<file path="src/rtl/arp_pkg.sv">
// Shared types and ARP field constants for the ARP receive decoder.
package arp_pkg;

    typedef enum logic [2:0] {
        IDLE,
        HDR,
        SHA,
        SPA,
        THA,
        TPA,
        WAIT_END,
        DROP
    } arp_state_t;

    localparam int unsigned ARP_LEN    = 28;
    localparam int unsigned BYTE_CNT_W = 5;

    localparam logic [15:0] ARP_HTYPE_ETH  = 16'h0001;
    localparam logic [15:0] ARP_PTYPE_IPV4 = 16'h0800;
    localparam logic [15:0] ARP_OPER_REQ   = 16'h0001;
    localparam logic [15:0] ARP_OPER_REP   = 16'h0002;
    localparam logic [7:0]  ARP_HLEN_ETH   = 8'd6;
    localparam logic [7:0]  ARP_PLEN_IPV4  = 8'd4;

    // Index of the last byte of each field within the payload
    localparam logic [BYTE_CNT_W-1:0] ARP_HTYPE_END = 5'd1;
    localparam logic [BYTE_CNT_W-1:0] ARP_PTYPE_END = 5'd3;
    localparam logic [BYTE_CNT_W-1:0] ARP_HLEN_END  = 5'd4;
    localparam logic [BYTE_CNT_W-1:0] ARP_PLEN_END  = 5'd5;
    localparam logic [BYTE_CNT_W-1:0] ARP_OPER_END  = 5'd7;
    localparam logic [BYTE_CNT_W-1:0] ARP_SHA_END   = 5'd13;
    localparam logic [BYTE_CNT_W-1:0] ARP_SPA_END   = 5'd17;
    localparam logic [BYTE_CNT_W-1:0] ARP_THA_END   = 5'd23;
    localparam logic [BYTE_CNT_W-1:0] ARP_TPA_END   = BYTE_CNT_W'(ARP_LEN - 1);

endpackage

</file>
<file path="src/rtl/nibble_pack.sv">
// Nibble-to-byte assembler: low nibble first, phase cleared whenever arp_en is low.
module nibble_pack (
    input  logic       clk,
    input  logic       rst_n,
    input  logic       arp_en,
    input  logic [3:0] nib,
    input  logic       nib_valid,
    output logic [7:0] byte_c,
    output logic       byte_valid_c
);

    logic       phase;
    logic [3:0] lo_nib;

    always_ff @(posedge clk or negedge rst_n) begin
        if (!rst_n) begin
            phase  <= 1'b0;
            lo_nib <= 4'h0;
        end else if (!arp_en) begin
            phase  <= 1'b0;
        end else if (nib_valid) begin
            phase <= ~phase;
            if (!phase) begin
                lo_nib <= nib;
            end
        end
    end

    // Byte completes combinationally on the high nibble so the parser sees it the same cycle
    assign byte_c       = {nib, lo_nib};
    assign byte_valid_c = arp_en & nib_valid & phase;

endmodule

</file>
<file path="src/rtl/arp_decode.sv">
// ARP payload parser: validates the fixed header, matches TPA to LOCAL_IP and reports
// the sender once the frame ends with good CRC. Define ARP_REPLY_SNOOP_EN to also accept replies.
module arp_decode
    import arp_pkg::*;
#(
    parameter logic [31:0] LOCAL_IP  = 32'hC0A8_0164,
    parameter logic [47:0] LOCAL_MAC = 48'h0
) (
    input  logic        clk,
    input  logic        rst_n,
    input  logic        arp_en,
    input  logic [3:0]  nib,
    input  logic        nib_valid,
    input  logic        crc_err,
    output logic        req_valid,
    output logic [47:0] req_sha,
    output logic [31:0] req_spa,
    output logic        drop,
    output logic        busy
`ifdef ARP_REPLY_SNOOP_EN
    ,
    output logic        rep_valid,
    output logic [47:0] rep_sha,
    output logic [31:0] rep_spa
`endif
);

    arp_state_t              state;
    arp_state_t              state_nx;
    logic [BYTE_CNT_W-1:0]   byte_cnt;
    logic [7:0]              byte_c;
    logic                    byte_valid_c;
    logic [7:0]              hdr_last;
    logic [47:0]             sha_sh;
    logic [31:0]             spa_sh;
    logic [23:0]             tpa_sr;
    logic [15:0]             field16_c;
    logic [31:0]             tpa_c;
    logic                    req_nx;
    logic                    drop_nx;
`ifdef ARP_REPLY_SNOOP_EN
    logic                    is_rep;
    logic                    rep_nx;
`endif

    nibble_pack u_pack (
        .clk          (clk),
        .rst_n        (rst_n),
        .arp_en       (arp_en),
        .nib          (nib),
        .nib_valid    (nib_valid),
        .byte_c       (byte_c),
        .byte_valid_c (byte_valid_c)
    );

    assign field16_c = {hdr_last, byte_c};
    assign tpa_c     = {tpa_sr, byte_c};

    // Next-state and pulse decode
    always_comb begin
        state_nx = state;
        req_nx   = 1'b0;
        drop_nx  = 1'b0;
`ifdef ARP_REPLY_SNOOP_EN
        rep_nx   = 1'b0;
`endif
        case (state)
            IDLE: begin
                if (arp_en && nib_valid) begin
                    state_nx = HDR;
                end
            end
            HDR, SHA, SPA, THA, TPA: begin
                if (!arp_en) begin
                    drop_nx  = 1'b1;
                    state_nx = IDLE;
                end else if (byte_valid_c) begin
                    case (byte_cnt)
                        ARP_HTYPE_END: if (field16_c != ARP_HTYPE_ETH)  state_nx = DROP;
                        ARP_PTYPE_END: if (field16_c != ARP_PTYPE_IPV4) state_nx = DROP;
                        ARP_HLEN_END:  if (byte_c != ARP_HLEN_ETH)      state_nx = DROP;
                        ARP_PLEN_END:  if (byte_c != ARP_PLEN_IPV4)     state_nx = DROP;
                        ARP_OPER_END: begin
                            if (field16_c == ARP_OPER_REQ) begin
                                state_nx = SHA;
`ifdef ARP_REPLY_SNOOP_EN
                            end else if (field16_c == ARP_OPER_REP) begin
                                state_nx = SHA;
`endif
                            end else begin
                                state_nx = DROP;
                            end
                        end
                        ARP_SHA_END: state_nx = SPA;
                        ARP_SPA_END: state_nx = THA;
                        ARP_THA_END: state_nx = TPA;
                        ARP_TPA_END: state_nx = (tpa_c == LOCAL_IP) ? WAIT_END : DROP;
                        default: ;
                    endcase
                end
            end
            WAIT_END: begin
                if (!arp_en) begin
                    state_nx = IDLE;
                    if (crc_err) begin
                        drop_nx = 1'b1;
`ifdef ARP_REPLY_SNOOP_EN
                    end else if (is_rep) begin
                        rep_nx = 1'b1;
`endif
                    end else begin
                        req_nx = 1'b1;
                    end
                end
            end
            DROP: begin
                if (!arp_en) begin
                    drop_nx  = 1'b1;
                    state_nx = IDLE;
                end
            end
            default: state_nx = IDLE;
        endcase
    end

    always_ff @(posedge clk or negedge rst_n) begin
        if (!rst_n) begin
            state     <= IDLE;
            byte_cnt  <= '0;
            hdr_last  <= 8'h0;
            sha_sh    <= 48'h0;
            spa_sh    <= 32'h0;
            tpa_sr    <= 24'h0;
            req_valid <= 1'b0;
            req_sha   <= 48'h0;
            req_spa   <= 32'h0;
            drop      <= 1'b0;
            busy      <= 1'b0;
`ifdef ARP_REPLY_SNOOP_EN
            is_rep    <= 1'b0;
            rep_valid <= 1'b0;
            rep_sha   <= 48'h0;
            rep_spa   <= 32'h0;
`endif
        end else begin
            state     <= state_nx;
            req_valid <= req_nx;
            drop      <= drop_nx;
            busy      <= (state_nx != IDLE);

            if (state_nx == IDLE) begin
                byte_cnt <= '0;
            end else if (byte_valid_c && (state inside {HDR, SHA, SPA, THA, TPA})) begin
                byte_cnt <= byte_cnt + BYTE_CNT_W'(1);
            end

            // Field shift registers, MSB byte first
            if (byte_valid_c) begin
                hdr_last <= byte_c;
                if (state == SHA) sha_sh <= {sha_sh[39:0], byte_c};
                if (state == SPA) spa_sh <= {spa_sh[23:0], byte_c};
                if (state == TPA) tpa_sr <= {tpa_sr[15:0], byte_c};
            end

            if (req_nx) begin
                req_sha <= sha_sh;
                req_spa <= spa_sh;
            end
`ifdef ARP_REPLY_SNOOP_EN
            if (state == HDR && byte_valid_c && byte_cnt == ARP_OPER_END) begin
                is_rep <= (field16_c == ARP_OPER_REP);
            end
            rep_valid <= rep_nx;
            if (rep_nx) begin
                rep_sha <= sha_sh;
                rep_spa <= spa_sh;
            end
`endif
        end
    end

endmodule

</file>
<file path="config.mk">
export PLATFORM = sky130hd
export DESIGN_NAME = arp_decode
export DESIGN_NICKNAME = d
export VERILOG_FILES = /design/src/rtl/arp_pkg.sv /design/src/rtl/nibble_pack.sv /design/src/rtl/arp_decode.sv
export SDC_FILE = /design/constraint.sdc
export NUM_CORES = 1
export LEC_CHECK = 0
export ABC_AREA = 1
export ABC_CLOCK_PERIOD_IN_PS = 1600
export CORE_ASPECT_RATIO = 1.75
export CORE_MARGIN = 4
export CORE_UTILIZATION = 51
export CTS_CLUSTER_SIZE = 8
export DETAILED_ROUTE_END_ITERATION = 8
export GPL_TIMING_DRIVEN = 1
export HOLD_SLACK_MARGIN = 0.08
export PLACE_DENSITY = 0.76
export SKIP_LAST_GASP = 1
export SLEW_MARGIN = 20
export SYNTH_ARGS = -nofsm -noshare
export SYNTH_HDL_FRONTEND = slang
export SYNTH_SLANG_ARGS = --single-unit
</file>
<file path="constraint.sdc">
create_clock -name clk -period 1.6 [get_ports clk]
set_clock_uncertainty 0.1 [all_clocks]
set_input_delay 0.24 -clock clk [delete_from_list [all_inputs] [get_ports clk]]
set_output_delay 0.24 -clock clk [all_outputs]
set_load 0.1 [all_outputs]
</file>
=== Word level (Yosys, flattened, before mapping) ===
Cells that the tools add are included.

* Output and inout port bits: 83
* Flip-flop bits (word level): 208
* Bits of input ports: 9

* $add $sub $neg: 1
* Reduce and logical (&&, ||, !) cells: 14
* Bitwise operators: 3
* Mux-type cells: 23
* Equality and inequality tests: 23

{| class="wikitable"
|+ Operators by type and width
! kind !! number
|-
| 32-bit == test (second input constant) || 1
|-
| 3-bit two-way mux || 9
|-
| 3-bit one-hot mux with 9 select lines || 1
|-
| 16-bit by 1-bit == test with 1-bit output (second input constant) || 1
|-
| 16-bit by 1-bit inequality test with 1-bit output (second input constant) || 1
|-
| 16-bit by 12-bit inequality test with 1-bit output (second input constant) || 1
|-
| 8-bit by 3-bit inequality test with 1-bit output (second input constant) || 2
|-
| 5-bit by 3-bit == test with 1-bit output (second input constant) || 3
|-
| 5-bit == test (second input constant) || 3
|-
| 3-bit == test (second input constant) || 4
|-
| 5-bit two-way mux || 2
|-
| 1-bit two-way mux || 9
|-
| 3-bit one-hot mux with 3 select lines || 1
|-
| 3-bit by 2-bit == test with 1-bit output (second input constant) || 2
|-
| 3-bit zero test || 2
|-
| 2-bit AND reduction || 3
|-
| 6-bit OR reduction || 1
|-
| 5-bit by 1-bit adder with 5-bit output (second input constant) || 1
|-
| 5-bit by 1-bit == test with 1-bit output (second input constant) || 1
|-
| 5-bit by 2-bit == test with 1-bit output (second input constant) || 1
|-
| 5-bit by 4-bit == test with 1-bit output (second input constant) || 1
|-
| 5-bit nonzero test || 1
|-
| 5-bit OR reduction || 1
|-
| 3-bit by 1-bit == test with 1-bit output (second input constant) || 1
|-
| 9 further kinds || 11
|}

=== Longest topological paths before layout ===
Gate-level depths: netlist (run 1).

* Word-level depth: 8
* Mapped depth: 13

=== Modules after synthesis ===
Synthesis (run 1) repeated with hierarchy kept, for this count alone.

* Cells, all modules: 936
* Area, all modules: 8369.3 um^2

{| class="wikitable"
|+ By module, submodules not included
! module !! cells each !! instances !! area an instance (um^2)
|-
| arp_decode || 909 || 1 || 8129.0
|-
| nibble_pack || 27 || 1 || 240.2
|}

=== Least setup slack after synthesis (run 1) ===
Ideal clock, no wire load.

* Kind: register -> register
* Start: register byte_cnt[1]
* End: register state[2]
* Buffers on the path: 0
* Arrival: 1.457 ns
* Cell stages (with the launch flop): 14
* Library setup time: 0.118 ns
* Data required time: 1.382 ns
* Slack: -0.074 ns
* Path through: dfrtp_1 -> inv_1 -> ha_1 -> inv_1 -> nor2_1 -> nand2_1 -> nand3_1 -> nor2_1 -> nor2_1 -> nand2_1 -> nor2_1 -> nand3_1 -> nand2_1 -> nand2_1

* Word-level cells in the longest chain between the ends: 5
* Elaborated cells between the ends (all ways): 13
* Those cells by class: 9 x eq/ne; 4 x mux

{| class="wikitable"
|+ RTL lines
! what !! line !! source
|-
| from (decl) || arp_decode.sv:30 || <nowiki>logic [BYTE_CNT_W-1:0] byte_cnt;</nowiki>
|-
| from (signal assigned) || arp_decode.sv:154 || <nowiki>byte_cnt <= byte_cnt + BYTE_CNT_W'(1);</nowiki>
|-
| 5-bit == test, or another cell as far along || arp_decode.sv:78 || <nowiki>case (byte_cnt)</nowiki>
|-
| 3-bit one-hot mux with 9 select lines * || arp_decode.sv:78 ||
|-
| 3-bit two-way mux * || arp_decode.sv:77 || <nowiki>end else if (byte_valid_c) begin</nowiki>
|-
| 3-bit two-way mux * || arp_decode.sv:74 || <nowiki>if (!arp_en) begin</nowiki>
|-
| 3-bit one-hot mux with 3 select lines * || arp_decode.sv:67 || <nowiki>case (state)</nowiki>
|-
| named net state_nx[2] || arp_decode.sv:29 || <nowiki>arp_state_t state_nx;</nowiki>
|-
| to (signal assigned) || arp_decode.sv:146 || <nowiki>state <= state_nx;</nowiki>
|-
| to (decl) || arp_decode.sv:28 || <nowiki>arp_state_t state;</nowiki>
|}

Mark *: on every way through the listed nets, which the timed path passes. The rest lies on a longest branch.
A chain may end at the register's enable or synchronous reset.

=== Worst setup path in the final report (run 1) ===
* Start: register byte_cnt[0]
* End: register state[0]

Same word-level chain as after synthesis.

==> results of run 1 <==
worst max-delay path, delay by kind of cell, from the launching register on:
kind / cells / cell delay, ns
buf+inv: 3 / 0.27
compound gates: 2 / 0.28
fa+ha+maj: 1 / 0.14
flops: 1 / 0.46
simple gates: 6 / 0.65
cell usage in the layout, fill, tap and decap left out, types with 2 or more instances in the layout:
cell type and count:
sky130_fd_sc_hd__o21ai_0 60, sky130_fd_sc_hd__nand3_2 3, sky130_fd_sc_hd__nor2_1 44, sky130_fd_sc_hd__o21ai_4 2
sky130_fd_sc_hd__buf_8 8, sky130_fd_sc_hd__nand3_4 2, sky130_fd_sc_hd__inv_1 100, sky130_fd_sc_hd__buf_16 6
sky130_fd_sc_hd__clkbuf_16 47, sky130_fd_sc_hd__o21ai_2 42, sky130_fd_sc_hd__buf_12 102, sky130_fd_sc_hd__ha_4 3
sky130_fd_sc_hd__buf_6 17, sky130_fd_sc_hd__nand2_4 14, sky130_fd_sc_hd__inv_6 2, sky130_fd_sc_hd__nand3_1 17
sky130_fd_sc_hd__buf_4 57, sky130_fd_sc_hd__nor4_4 2, sky130_fd_sc_hd__nand2_2 49, sky130_fd_sc_hd__dfrtp_1 204
sky130_fd_sc_hd__dfrtp_2 4, sky130_fd_sc_hd__clkdlybuf4s50_1 7, sky130_fd_sc_hd__a21oi_2 8, sky130_fd_sc_hd__dlygate4sd3_1 2
sky130_fd_sc_hd__nor2_4 5, sky130_fd_sc_hd__nand3b_1 2, sky130_fd_sc_hd__nor3_1 3, sky130_fd_sc_hd__inv_2 7
sky130_fd_sc_hd__xor2_1 3, sky130_fd_sc_hd__a21oi_1 11, sky130_fd_sc_hd__nor2_2 7, sky130_fd_sc_hd__nand2_1 179
sky130_fd_sc_hd__nand4_1 3, sky130_fd_sc_hd__o21ai_1 83
power breakdown:
part	switching, mW	internal, mW	leakage [nW]
Sequential	0.205	5.44	2.50
Clock	2.18	3.16	0.363
Combinational	1.16	0.601	3.35
Total	3.54	9.20	6.22
through the flow:
| step | TNS, ns | power (mW) | hold slack (ns) |
|---|---|---|---|
| after CTS | -3.82 | 12.6 | 0.325 |
| after global placement | -37.29 | 7.35 | 0.0488 |
| final | -14.24 | 12.7 | 0.335 |
| after global routing | -21.82 | 13.1 | 0.349 |
| after detailed placement | -41.82 | 7.38 | 0.0483 |
| after floorplan | -2.57 | 6.55 | -0.156 |
final timing paths:
kind	end	from	slack, ns
min in group asynchronous	spa_sh[10]$_DFFE_PN0P_	rst_n	0.59
worst max register to register	state[0]$_DFF_PN0_	byte_cnt[0]$_DFFE_PN0P_	-0.36
worst max-delay path	state[0]$_DFF_PN0_	byte_cnt[0]$_DFFE_PN0P_	-0.36
worst min-delay path	sha_sh[7]$_DFFE_PN0P_	nib[3]	0.33
max in group asynchronous	req_sha[46]$_DFFE_PN0P_	rst_n	0.17
worst min register to register	req_spa[25]$_DFFE_PN0P_	spa_sh[25]$_DFFE_PN0P_	0.38
final cells by class:
class / instances / area [µm²]
clock buffers: 30 / 729
clock inverters: 1 / 8.76
fillers: 735 / 2830
inverters: 110 / 437
multi-input cells: 548 / 3050
flip-flops and latches: 208 / 5210
well taps: 189 / 236
repair buffers: 218 / 3500
repair inverters: 2 / 27.5
flip-flops by register name, indices dropped and copies added (netlist names):
| signal | flops |
|---|---|
| u_pack.phase | 1 |
| req_valid | 1 |
| req_sha | 48 |
| req_spa | 32 |
| busy | 1 |
| spa_sh | 32 |
| state | 3 |
| drop | 1 |
| tpa_sr | 24 |
| sha_sh | 48 |
| u_pack.lo_nib | 4 |
| byte_cnt | 5 |
| hdr_last | 8 |
per-layer routing:
metal	up-vias	GRT usage, %	part of all wire [%]
met1	3788	24.9	32
met4	0	12.4	8.4
li1	3291	-	-
met5	-	0	0
met2	483	43.0	54
met3	179	3.13	5.9
repair_timing:
item	in CTS	in global routing
hold buffers	2	0
buffers inserted	8	22
gates resized for setup	22	261
endpoints found under the setup margin	25	159
cloned	6	29
pin swaps	7	26
hold endpoints to repair	208	0
cells by family after synthesis:
| kind of cell | count (synthesis) |
|---|---|
| AND/OR/NAND/NOR | 332 |
| AO/OA/AOI/OAI | 209 |
| flip-flops | 208 |
| buffers and inverters | 154 |
| XOR/XNOR | 3 |
| adder cells (fa/ha/maj) | 3 |
| multiplexers | 1 |
==> impl_metrics.py, run 1 <==
metrics = {
    "status": {
        "run_status": "complete, but fails checks",
        "failed_checks": "negative setup slack",
    },
    "run": {
        "max_cap_violations": 0,
    },
    "placement": {
        "portBuffers": 91,
        "post_place_worst_slack_ns": -0.394,
        "placed_cells": 1215,
        "detailed_place.area_um2": 10800,
        "place_hpwl_um": 13300,
        "routabilityCongestion": 0.906,
    },
    "yosys": {
        "synth_mux_area_share_pct": 0.134,
        "compound_gate_fraction_of_synth_area_pct": 12.6,
        "synth_async_sr_flop_share_pct": 100,
        "synth_seq_cells": 208,
        "synth_simple_gate_area_share_pct": 16.2,
        "synth_largest_area_cell": "sky130_fd_sc_hd__dfrtp_1",
        "count_of_flip_flops_with_a_built_in_enable_after_synthesis": 0,
        "synth.distinct_cells": 31,
        "avgSynthCellArea_um2": 9.24,
        "synth.area.top_cells": "sky130_fd_sc_hd__dfrtp_1, sky130_fd_sc_hd__nand2_1, sky130_fd_sc_hd__o21ai_0",
        "ys_warn_count": 0,
        "post_synth_fa_ha_maj_area_fraction_pct": 0.446,
        "ys_dominant_reg_cell": "sky130_fd_sc_hd__dfrtp_1",
        "synth.top_cell.area_share_pct": 61.9,
        "netlist_top_cells_count": "sky130_fd_sc_hd__nand2_1, sky130_fd_sc_hd__dfrtp_1, sky130_fd_sc_hd__o21ai_0",
        "yosys.cell_count.top_type": "sky130_fd_sc_hd__nand2_1",
        "synthesis.nets": 922,
        "synth.yosys.seq_area_share_pct": 61.9,
        "post_synth_inst_count": 910,
        "largest_family_of_logic_cells_by_synthesized_area": "simple AND/OR/NAND/NOR gates",
        "netlist_area_um2": 8410,
        "synth-xor-area-share_pct": 0.312,
    },
    "layout": {
        "final_core_density_pct": 82.3,
        "finalInstanceArea_um2": 13200,
        "post_layout_nonfiller_instances": 1306,
        "number_of_antenna_cells_inserted": 0,
        "final_nets": 1129,
        "areaGrowthSynthToFinish_pct": 56.9,
        "final_layout_size_suffix_gt1_share_pct": 35.4,
    },
    "worst_setup_path": {
        "cp_startpoint_kind": "register",
        "crit_chain": "inv_2 -> ha_4 -> inv_2 -> nor2_2 -> nand2_1 -> nand3_2 -> nor2_4 -> nor2_4 -> buf_4 -> o21a_1 -> nand2_1 -> a21oi_2",
        "worst-endpoint-arrival_ns": 2.31,
        "worst_ep_required_time_ns": 1.95,
        "worst-r2r-cell-count": 12,
        "timing_worst_setup_path_type": "reg -> reg",
        "critical_path.endpoint_type": "register",
        "slowest_delay_ns": 0.46,
        "cp_max_fo": 4,
        "cp_slowest_cell": "sky130_fd_sc_hd__dfrtp_2",
    },
    "sta": {
        "timing_worst_slew_pin_value_ns": 0.371,
        "setup_violations": 143,
        "final_max_slew_viol_count": 0,
        "post-route-period-util_pct": 123,
        "slew-limit-headroom_pct": 75.3,
        "layout_setup_ws_ns": -0.365,
        "final_period_minus_worst_setup_slack_ns": 1.96,
        "grt_setup_unrepaired": "yes",
        "timing.final.hold_violations": 0,
        "maxClockFrequency_ghz": 0.509,
    },
    "pwr": {
        "ir_worst_vdd_uv": 633,
        "power_leakage_nw": 6.22,
        "power_density_nw_per_um2": 966,
    },
    "global_route": {
        "globalRouteTotalUtil_pct": 23.0,
        "number_of_global_route_vias_before_repair": 7106,
        "grt_start_max_net_pins": 69,
        "grt_antenna_before_repair": 0,
        "grt_first_pass_wirelength_um": 34500,
        "overflow_after_grt": 0,
    },
    "floorplan": {
        "die-width_um": 105,
        "vertical_die_dimension_um": 178,
        "floorplan.die_area_um2": 18700,
        "initial_utilization_pct": 52.5,
        "num_rows": 61,
        "ios": 92,
        "placeableCoreArea_um2": 16000,
    },
    "routing": {
        "drtPass1Iterations": 7,
        "vias_per_cell": 5.93,
        "final_antenna_net_count": 0,
        "drtIter0Drc": 655,
        "drc_errors": 0,
        "routed_wire_length_per_instance_um": 23.1,
        "totalWireLength_um": 30200,
        "routed-via-count": 7741,
    },
    "clock_tree": {
        "clk_pin_slew_ns": 0.06,
        "cts_max_path_buffers": 3,
        "ctsRootBufferMaster": "sky130_fd_sc_hd__clkbuf_16",
        "clock_tree.htree_level_count": 1,
        "number_of_cts_inserted_buffers": 29,
        "clock_tree_from_tritoncts": "built",
        "worst_skew_pair.late_latency_ns": 0.53,
        "cts.sinks": 208,
    },
    "hold_path": {
        "hold-path-cell-count": 4,
        "timing.hold.worst.class": "in -> reg",
    },
}
No activity file was read; power rests on OpenSTA's default activity.
==> run 2, diff against run 1 <==
--- a/config.mk
+++ b/config.mk
@@ -19,4 +19,5 @@
 export SLEW_MARGIN = 20
 export SYNTH_ARGS = -nofsm -noshare
 export SYNTH_HDL_FRONTEND = slang
+export SYNTH_HIERARCHICAL = 1
 export SYNTH_SLANG_ARGS = --single-unit
==> run 2 against run 1 <==
Net effect:
- the flow still finishes with violations (negative setup slack)
- via count up 7.0%
- sequential share of layout area decreased by 0.29 points
- global-route usage increased by 5.5 points
- synthesized cell count is 2.9% higher
- maximum frequency is 0.31% higher
- utilization rose by 0.57 points
- largest power group unchanged
- flip-flop and latch count stayed put
==> impl_metrics.py, run 2 <==
metrics = {
    "status": {
        "run_status": "complete, but fails checks",
        "failed_checks": "negative setup slack",
    },
    "layout": {
        "final_layout_size_suffix_gt1_share_pct": 36.1,
        "final_core_density_pct": 82.9,
        "layout.cells.most_common": "sky130_fd_sc_hd__nand2_1",
        "number_of_antenna_cells_inserted": 0,
        "final_nets": 1148,
        "finalInstanceArea_um2": 13300,
        "post_layout_nonfiller_instances": 1323,
        "areaGrowthSynthToFinish_pct": 58.8,
        "final_cell_mix": "sky130_fd_sc_hd__nand2_1, sky130_fd_sc_hd__dfrtp_1, sky130_fd_sc_hd__buf_12, sky130_fd_sc_hd__inv_1, sky130_fd_sc_hd__o21ai_1",
        "biggestRegsByFlops": "req_sha: 48 flops, sha_sh: 48 flops",
    },
    "routing": {
        "dr_top_layer": "met4",
        "totalWireLength_um": 33400,
        "drtPass1Iterations": 6,
        "drtIter0Drc": 1001,
        "routed_wire_length_per_instance_um": 25.2,
        "final_antenna_net_count": 0,
        "met3_length_um": 2620,
        "wirelength_met1_um": 10500,
        "met2WireLength_um": 17100,
        "routed-via-count": 8285,
        "drc_errors": 0,
        "vias_per_cell": 6.26,
    },
    "global_route": {
        "grt_antenna_before_repair": 0,
        "grt_start_max_net_pins": 50,
        "grt_first_pass_wirelength_um": 41500,
        "globalRouteTotalUtil_pct": 28.4,
        "number_of_global_route_vias_before_repair": 8088,
        "overflow_after_grt": 0,
    },
    "sta": {
        "final_period_minus_worst_setup_slack_ns": 1.96,
        "setup_violations": 182,
        "timing.final.hold_violations": 0,
        "slew-limit-headroom_pct": 65.1,
        "timing.setup.tns_ns": -17.86,
        "grt_setup_unrepaired": "yes",
        "layout_setup_ws_ns": -0.359,
        "whs_ns": 0.142,
        "final_max_slew_viol_count": 0,
        "maxClockFrequency_ghz": 0.511,
        "timing_worst_slew_pin_value_ns": 0.523,
        "post-route-period-util_pct": 122,
    },
    "worst_setup_path": {
        "worst_ep_required_time_ns": 1.90,
        "cp_max_fo": 4,
        "worst-r2r-cell-count": 10,
        "critical_path.endpoint_type": "register",
        "worst-r2r-setup-slack_ns": -0.36,
        "timing_worst_setup_path_type": "reg -> reg",
        "worst-endpoint-arrival_ns": 2.26,
        "cp_startpoint_kind": "register",
        "reg2reg_to": "state[0]$_DFF_PN0_",
        "ff_to_ff_start": "u_pack/lo_nib[3]$_DFFE_PN0P_",
    },
    "yosys": {
        "synthesis.nets": 948,
        "post_synth_inst_count": 936,
        "netlist_area_um2": 8370,
        "yosys.cell_count.top_type": "sky130_fd_sc_hd__nand2_1",
        "synth.area.top_cells": "sky130_fd_sc_hd__dfrtp_1, sky130_fd_sc_hd__nand2_1, sky130_fd_sc_hd__o21ai_0",
        "avgSynthCellArea_um2": 8.94,
        "synth.yosys.seq_area_share_pct": 62.2,
        "netlist_top_cells_count": "sky130_fd_sc_hd__nand2_1, sky130_fd_sc_hd__dfrtp_1, sky130_fd_sc_hd__o21ai_0",
        "synth_seq_cells": 208,
        "ys_dominant_reg_cell": "sky130_fd_sc_hd__dfrtp_1",
        "count_of_flip_flops_with_a_built_in_enable_after_synthesis": 0,
        "synth_largest_area_cell": "sky130_fd_sc_hd__dfrtp_1",
        "ys_warn_count": 6,
        "synth_async_sr_flop_share_pct": 100,
        "synth.top_cell.area_share_pct": 62.2,
        "synth.distinct_cells": 24,
    },
    "clock_tree": {
        "clock_tree_from_tritoncts": "built",
        "clock_tree.htree_level_count": 1,
        "worst_skew_pair.late_latency_ns": 0.53,
        "number_of_cts_inserted_buffers": 29,
        "clk_pin_slew_ns": 0.05,
        "cts_max_path_buffers": 3,
        "cts.sinks": 208,
        "ctsRootBufferMaster": "sky130_fd_sc_hd__clkbuf_16",
    },
    "pwr": {
        "power_density_nw_per_um2": 957,
        "report.power.total_mw": 12.7,
        "ir_worst_vdd_uv": 879,
        "power_leakage_nw": 6.14,
    },
    "floorplan": {
        "num_rows": 61,
        "die-width_um": 105,
        "placeableCoreArea_um2": 16000,
        "vertical_die_dimension_um": 177,
        "initial_utilization_pct": 52.2,
        "ios": 92,
        "floorplan.die_area_um2": 18600,
    },
    "placement": {
        "detailed_place.area_um2": 10800,
        "routabilityCongestion": 0.937,
        "portBuffers": 91,
        "placed_cells": 1236,
        "post_place_worst_slack_ns": -0.420,
        "place_hpwl_um": 13200,
    },
    "hold_path": {
        "timing.hold.worst.class": "in -> async",
    },
    "run": {
        "max_cap_violations": 0,
    },
}
run 2: cell types whose count changed after synthesis, moves of 3 or more:
cell	change
sky130_fd_sc_hd__nand2_1	+48
sky130_fd_sc_hd__o21ai_1	-28
sky130_fd_sc_hd__o21ai_0	+17
sky130_fd_sc_hd__buf_2	+7
sky130_fd_sc_hd__buf_4	-6
sky130_fd_sc_hd__buf_6	-5
sky130_fd_sc_hd__nand3_1	-5
sky130_fd_sc_hd__clkbuf_1	+4
sky130_fd_sc_hd__nand4_1	+4
sky130_fd_sc_hd__nand2_2	-3
sky130_fd_sc_hd__nor2_1	+3
run 2: area by class of cell:
class | instances | area, µm²
Fill cell | 662 | 2740
Inverter | 110 | 433
Clock buffer | 29 | 726
Multi-Input combinational cell | 573 | 3300
Sequential cell | 208 | 5210
Timing Repair Buffer | 213 | 3380
Tap cell | 189 | 236
Timing Repair inverter | 1 | 6.26
run 2: logic make-up (layout without fill, tap and decap cells):
| kind of cell | count (synthesis) | after routing | synth area share (%) |
|---|---|---|---|
| compound gates | 192 | 192 | 11.5 |
| xor+xnor | 2 | 2 | 0.209 |
| fa+ha+maj | 3 | 3 | 0.449 |
| simple gates | 375 | 375 | 17.7 |
| flops | 208 | 208 | 62.2 |
| mux | 1 | 1 | 0.135 |
| buf+inv | 155 | 353 | 7.82 |
run 2: metal layers:
layer | vias to the layer above | global-route usage (%)
met5 | - | 0
met4 | 0 | 20.3
met3 | 253 | 4.77
met2 | 659 | 52.5
met1 | 4045 | 28.6
li1 | 3328 | -
run 2: worst max-delay path by stage:
| stage | from | endpoint | slack, ns |
|---|---|---|---|
| 2_1_floorplan | state[0]$_DFF_PN0_ | req_sha[26]$_DFFE_PN0P_ | -0.08 |
| 3_3_place_gp | arp_en | sha_sh[2]$_DFFE_PN0P_ | -0.36 |
| 3_5_place_dp | nib_valid | sha_sh[36]$_DFFE_PN0P_ | -0.42 |
| 4_1_cts | byte_cnt[1]$_DFFE_PN0P_ | state[2]$_DFF_PN0_ | -0.11 |
| 5_1_grt | u_pack/lo_nib[3]$_DFFE_PN0P_ | state[0]$_DFF_PN0_ | -0.46 |
| 6_report | u_pack/lo_nib[3]$_DFFE_PN0P_ | state[0]$_DFF_PN0_ | -0.36 |
run 2: repair_timing:
action                                  4_1_cts  5_1_grt
endpoints found under the hold margin       208        0
gates resized for setup                      96      266
pin swaps                                    10        9
hold buffers                                  1        0
gates cloned                                 14       20
buffers inserted                             13       16
endpoints found under the setup margin       83      190
run 2: where the power goes:
group	switching (mW)	internal [mW]	total [mW]	leakage [nW]
Combinational	1.16	0.562	1.72	3.01
Clock	2.23	3.14	5.38	0.357
Sequential	0.192	5.43	5.62	2.78
run 2: critical path, cell delays in order (launching register included):
cell	delay (ns)
sky130_fd_sc_hd__dfrtp_1	0.42
sky130_fd_sc_hd__nor2_1	0.32
sky130_fd_sc_hd__nand2_1	0.14
sky130_fd_sc_hd__nor2_1	0.24
sky130_fd_sc_hd__nand3_1	0.12
sky130_fd_sc_hd__nand2_1	0.08
sky130_fd_sc_hd__inv_1	0.05
sky130_fd_sc_hd__nor2_1	0.15
sky130_fd_sc_hd__nand3_1	0.10
sky130_fd_sc_hd__nand2_1	0.07
sky130_fd_sc_hd__a21oi_1	0.06
==> run 3, diff against run 2 <==
--- a/config.mk
+++ b/config.mk
@@ -10,7 +10,7 @@
 export CORE_ASPECT_RATIO = 1.75
 export CORE_MARGIN = 4
 export CORE_UTILIZATION = 51
-export CTS_CLUSTER_SIZE = 8
+export CTS_CLUSTER_SIZE = 30
 export DETAILED_ROUTE_END_ITERATION = 8
 export GPL_TIMING_DRIVEN = 1
 export HOLD_SLACK_MARGIN = 0.08
==> run 3 against run 2 <==
Net effect:
- the run still ends with negative setup slack left
- total power decreased by 6.0%
- global-route usage decreased by 5.9 points
- cell count increased by 1.7%
- critical path depth decreased by 2
- critical path type unchanged
- largest cell class unchanged
==> impl_metrics.py, run 3 (synthesized netlist as in run 2, its figures left out) <==
metrics = {
    "worst_setup_path": {
        "cpLargestDelayFamily": "simple AND/OR/NAND/NOR gates",
        "reg2reg_to": "state[1]$_DFF_PN0_",
        "worst_ep_required_time_ns": 1.86,
        "ff_to_ff_start": "u_pack/lo_nib[2]$_DFFE_PN0P_",
        "worstSetupEndpoint": "state[1]$_DFF_PN0_",
        "crit_cells": 8,
        "crit_chain": "nor2_1 -> nand2_1 -> nor2_1 -> nand2_1 -> o21ai_0 -> nand3_1 -> nand2_1 -> nand2_1",
        "slowest_delay_ns": 0.43,
        "worst-endpoint-arrival_ns": 2.38,
        "cp_max_fo": 4,
        "buf_inv_stages_crit_path": 0,
        "origin_of_the_worst_setup_path": "u_pack/lo_nib[2]$_DFFE_PN0P_",
        "worst-r2r-setup-slack_ns": -0.51,
        "worst-r2r-cell-count": 8,
        "timing_worst_setup_path_type": "reg -> reg",
        "path_common_cell": "sky130_fd_sc_hd__nand2_1",
        "critical_path.endpoint_type": "register",
        "cp_startpoint_kind": "register",
        "cp_slowest_cell": "sky130_fd_sc_hd__dfrtp_1",
    },
    "pwr": {
        "ir_worst_vdd_uv": 844,
        "power_density_nw_per_um2": 854,
        "switching_share_pct": 28.8,
        "clkPwrFrac_pct": 38.5,
        "pwr-share-comb_pct": 14.5,
        "power_leakage_nw": 6.45,
        "cellInternalPower_mw": 8.51,
        "power.net_switching_mw": 3.45,
        "seq_power_share_pct": 47.0,
    },
    "routing": {
        "routed-via-count": 8755,
        "routed_wire_length_per_instance_um": 27.9,
        "drtIter0Drc": 934,
        "drc_errors": 0,
        "totalWireLength_um": 37500,
        "drtPass1Iterations": 8,
        "vias_per_cell": 6.50,
        "final_antenna_net_count": 0,
    },
    "clock_tree": {
        "clock_tree_from_tritoncts": "built",
        "number_of_cts_inserted_buffers": 19,
        "clk_pin_slew_ns": 0.08,
        "cts.sinks": 208,
        "clock_tree.htree_level_count": 1,
        "worst_skew_pair.late_latency_ns": 0.50,
        "ctsRootBufferMaster": "sky130_fd_sc_hd__clkbuf_16",
        "cts_max_path_buffers": 3,
    },
    "run": {
        "max_cap_violations": 0,
    },
    "sta": {
        "post-route-period-util_pct": 132,
        "timing.setup.tns_ns": -37.46,
        "maxClockFrequency_ghz": 0.473,
        "final_period_minus_worst_setup_slack_ns": 2.11,
        "layout_setup_ws_ns": -0.513,
        "slew-limit-headroom_pct": 65.2,
        "timing.final.hold_violations": 0,
        "timing_worst_slew_pin_value_ns": 0.522,
        "setup_violations": 184,
        "grt_setup_unrepaired": "yes",
        "final_max_slew_viol_count": 0,
    },
    "floorplan": {
        "placeableCoreArea_um2": 16000,
        "floorplan.die_area_um2": 18600,
        "vertical_die_dimension_um": 177,
        "num_rows": 61,
        "initial_utilization_pct": 52.2,
        "die-width_um": 105,
        "ios": 92,
    },
    "layout": {
        "biggestRegsByFlops": "req_sha: 48 flops, sha_sh: 48 flops",
        "final_cell_mix": "sky130_fd_sc_hd__dfrtp_1, sky130_fd_sc_hd__nand2_1, sky130_fd_sc_hd__buf_12, sky130_fd_sc_hd__inv_1, sky130_fd_sc_hd__o21ai_2",
        "final_layout_size_suffix_gt1_share_pct": 44.3,
        "final_nets": 1160,
        "areaGrowthSynthToFinish_pct": 67.4,
        "layout.cells.most_common": "sky130_fd_sc_hd__dfrtp_1",
        "number_of_antenna_cells_inserted": 0,
    },
    "status": {
        "failed_checks": "negative setup slack",
        "run_status": "complete, but fails checks",
    },
    "placement": {
        "post_place_worst_slack_ns": -0.420,
        "place_hpwl_um": 13200,
        "routabilityCongestion": 0.937,
        "portBuffers": 91,
    },
    "global_route": {
        "globalRouteTotalUtil_pct": 22.6,
        "grt_first_pass_wirelength_um": 34100,
        "number_of_global_route_vias_before_repair": 7123,
        "overflow_after_grt": 0,
        "grt_antenna_before_repair": 0,
        "grt_start_max_net_pins": 65,
    },
    "hold_path": {
        "timing.hold.worst.class": "in -> async",
    },
}
## run 3: changes by cell type in the layout (fill, tap and decap cells not counted), moves of 5 or more
cell and change:
sky130_fd_sc_hd__buf_16 -5, sky130_fd_sc_hd__clkbuf_16 +10, sky130_fd_sc_hd__nand2_1 -53, sky130_fd_sc_hd__nand2_2 +12, sky130_fd_sc_hd__nand2_4 +41, sky130_fd_sc_hd__nor2_1 +5
sky130_fd_sc_hd__o21ai_0 -7, sky130_fd_sc_hd__o21ai_1 -25, sky130_fd_sc_hd__o21ai_2 +35
## run 3: worst min path at each step
stage,from,to,slack (ns),depth (start not counted)
global route,rst_n,sha_sh[8]$_DFFE_PN0P_,0.25,2
detailed placement,rst_n,req_sha[2]$_DFFE_PN0P_,0.14,1
floorplan,rst_n,busy$_DFF_PN0_,-0.16,0
CTS,rst_n,req_sha[2]$_DFFE_PN0P_,0.20,2
global placement,rst_n,req_sha[8]$_DFFE_PN0P_,0.13,1
finish,rst_n,sha_sh[8]$_DFFE_PN0P_,0.21,2
## run 3: area by class of cell
class,count,area (µm²)
well taps,189,236
fillers,532,2020
repair buffers,234,3820
clock inverters,4,45.0
multi-input cells,573,3700
flip-flops and latches,208,5210
inverters,110,438
repair inverters,2,27.5
clock buffers,26,542
## run 3: worst register-to-register path: stages (launching register included)
cell and delay (ns):
sky130_fd_sc_hd__dfrtp_1 0.43, sky130_fd_sc_hd__nor2_1 0.15, sky130_fd_sc_hd__nand2_1 0.10, sky130_fd_sc_hd__nor2_1 0.28, sky130_fd_sc_hd__nand2_1 0.17, sky130_fd_sc_hd__o21ai_0 0.40, sky130_fd_sc_hd__nand3_1 0.13, sky130_fd_sc_hd__nand2_1 0.13
sky130_fd_sc_hd__nand2_1 0.08
## run 3: per-stage QoR
stage	hold WS, ns	total power [mW]	instance area [µm²]	util [%]	cells
3_5_place_dp	0.136	7.23	10800	67.2	1236
3_3_place_gp	0.134	7.21	10800	67.2	1236
4_1_cts	0.202	11.6	11600	72.4	1276
6_report	0.210	12.0	14000	87.4	1346
5_1_grt	0.252	12.2	14000	87.4	1346
2_1_floorplan	-0.156	6.47	8420	-	936
## run 3: routing by layer
| metal | vias to the layer above | global-route usage, % | part of all wire, % |
|---|---|---|---|
| met5 | - | 0 | 0 |
| met4 | 0 | 11.4 | 8.9 |
| met3 | 301 | 2.77 | 8.8 |
| met2 | 842 | 43.1 | 51 |
| met1 | 4228 | 24.1 | 31 |
| li1 | 3384 | - | - |
## run 3: repair_timing
action | in CTS | in global routing
hold buffers | 1 | 0
hold endpoints to repair | 208 | 0
setup endpoints to repair | 30 | 173
pin swaps | 3 | 26
cloned | 5 | 50
gates resized for setup | 18 | 463
buffers inserted | 4 | 22
## run 3: power by group through the flow
stage                     registers (mW)  logic (mW)  clock network [mW]
final                               5.62        1.73                4.60
after global routing                5.62        1.79                4.78
after CTS                           5.58        1.58                4.42
after detailed placement            5.67        1.56                   0
after global placement              5.67        1.54                   0
after floorplan                     6.23       0.235                   0
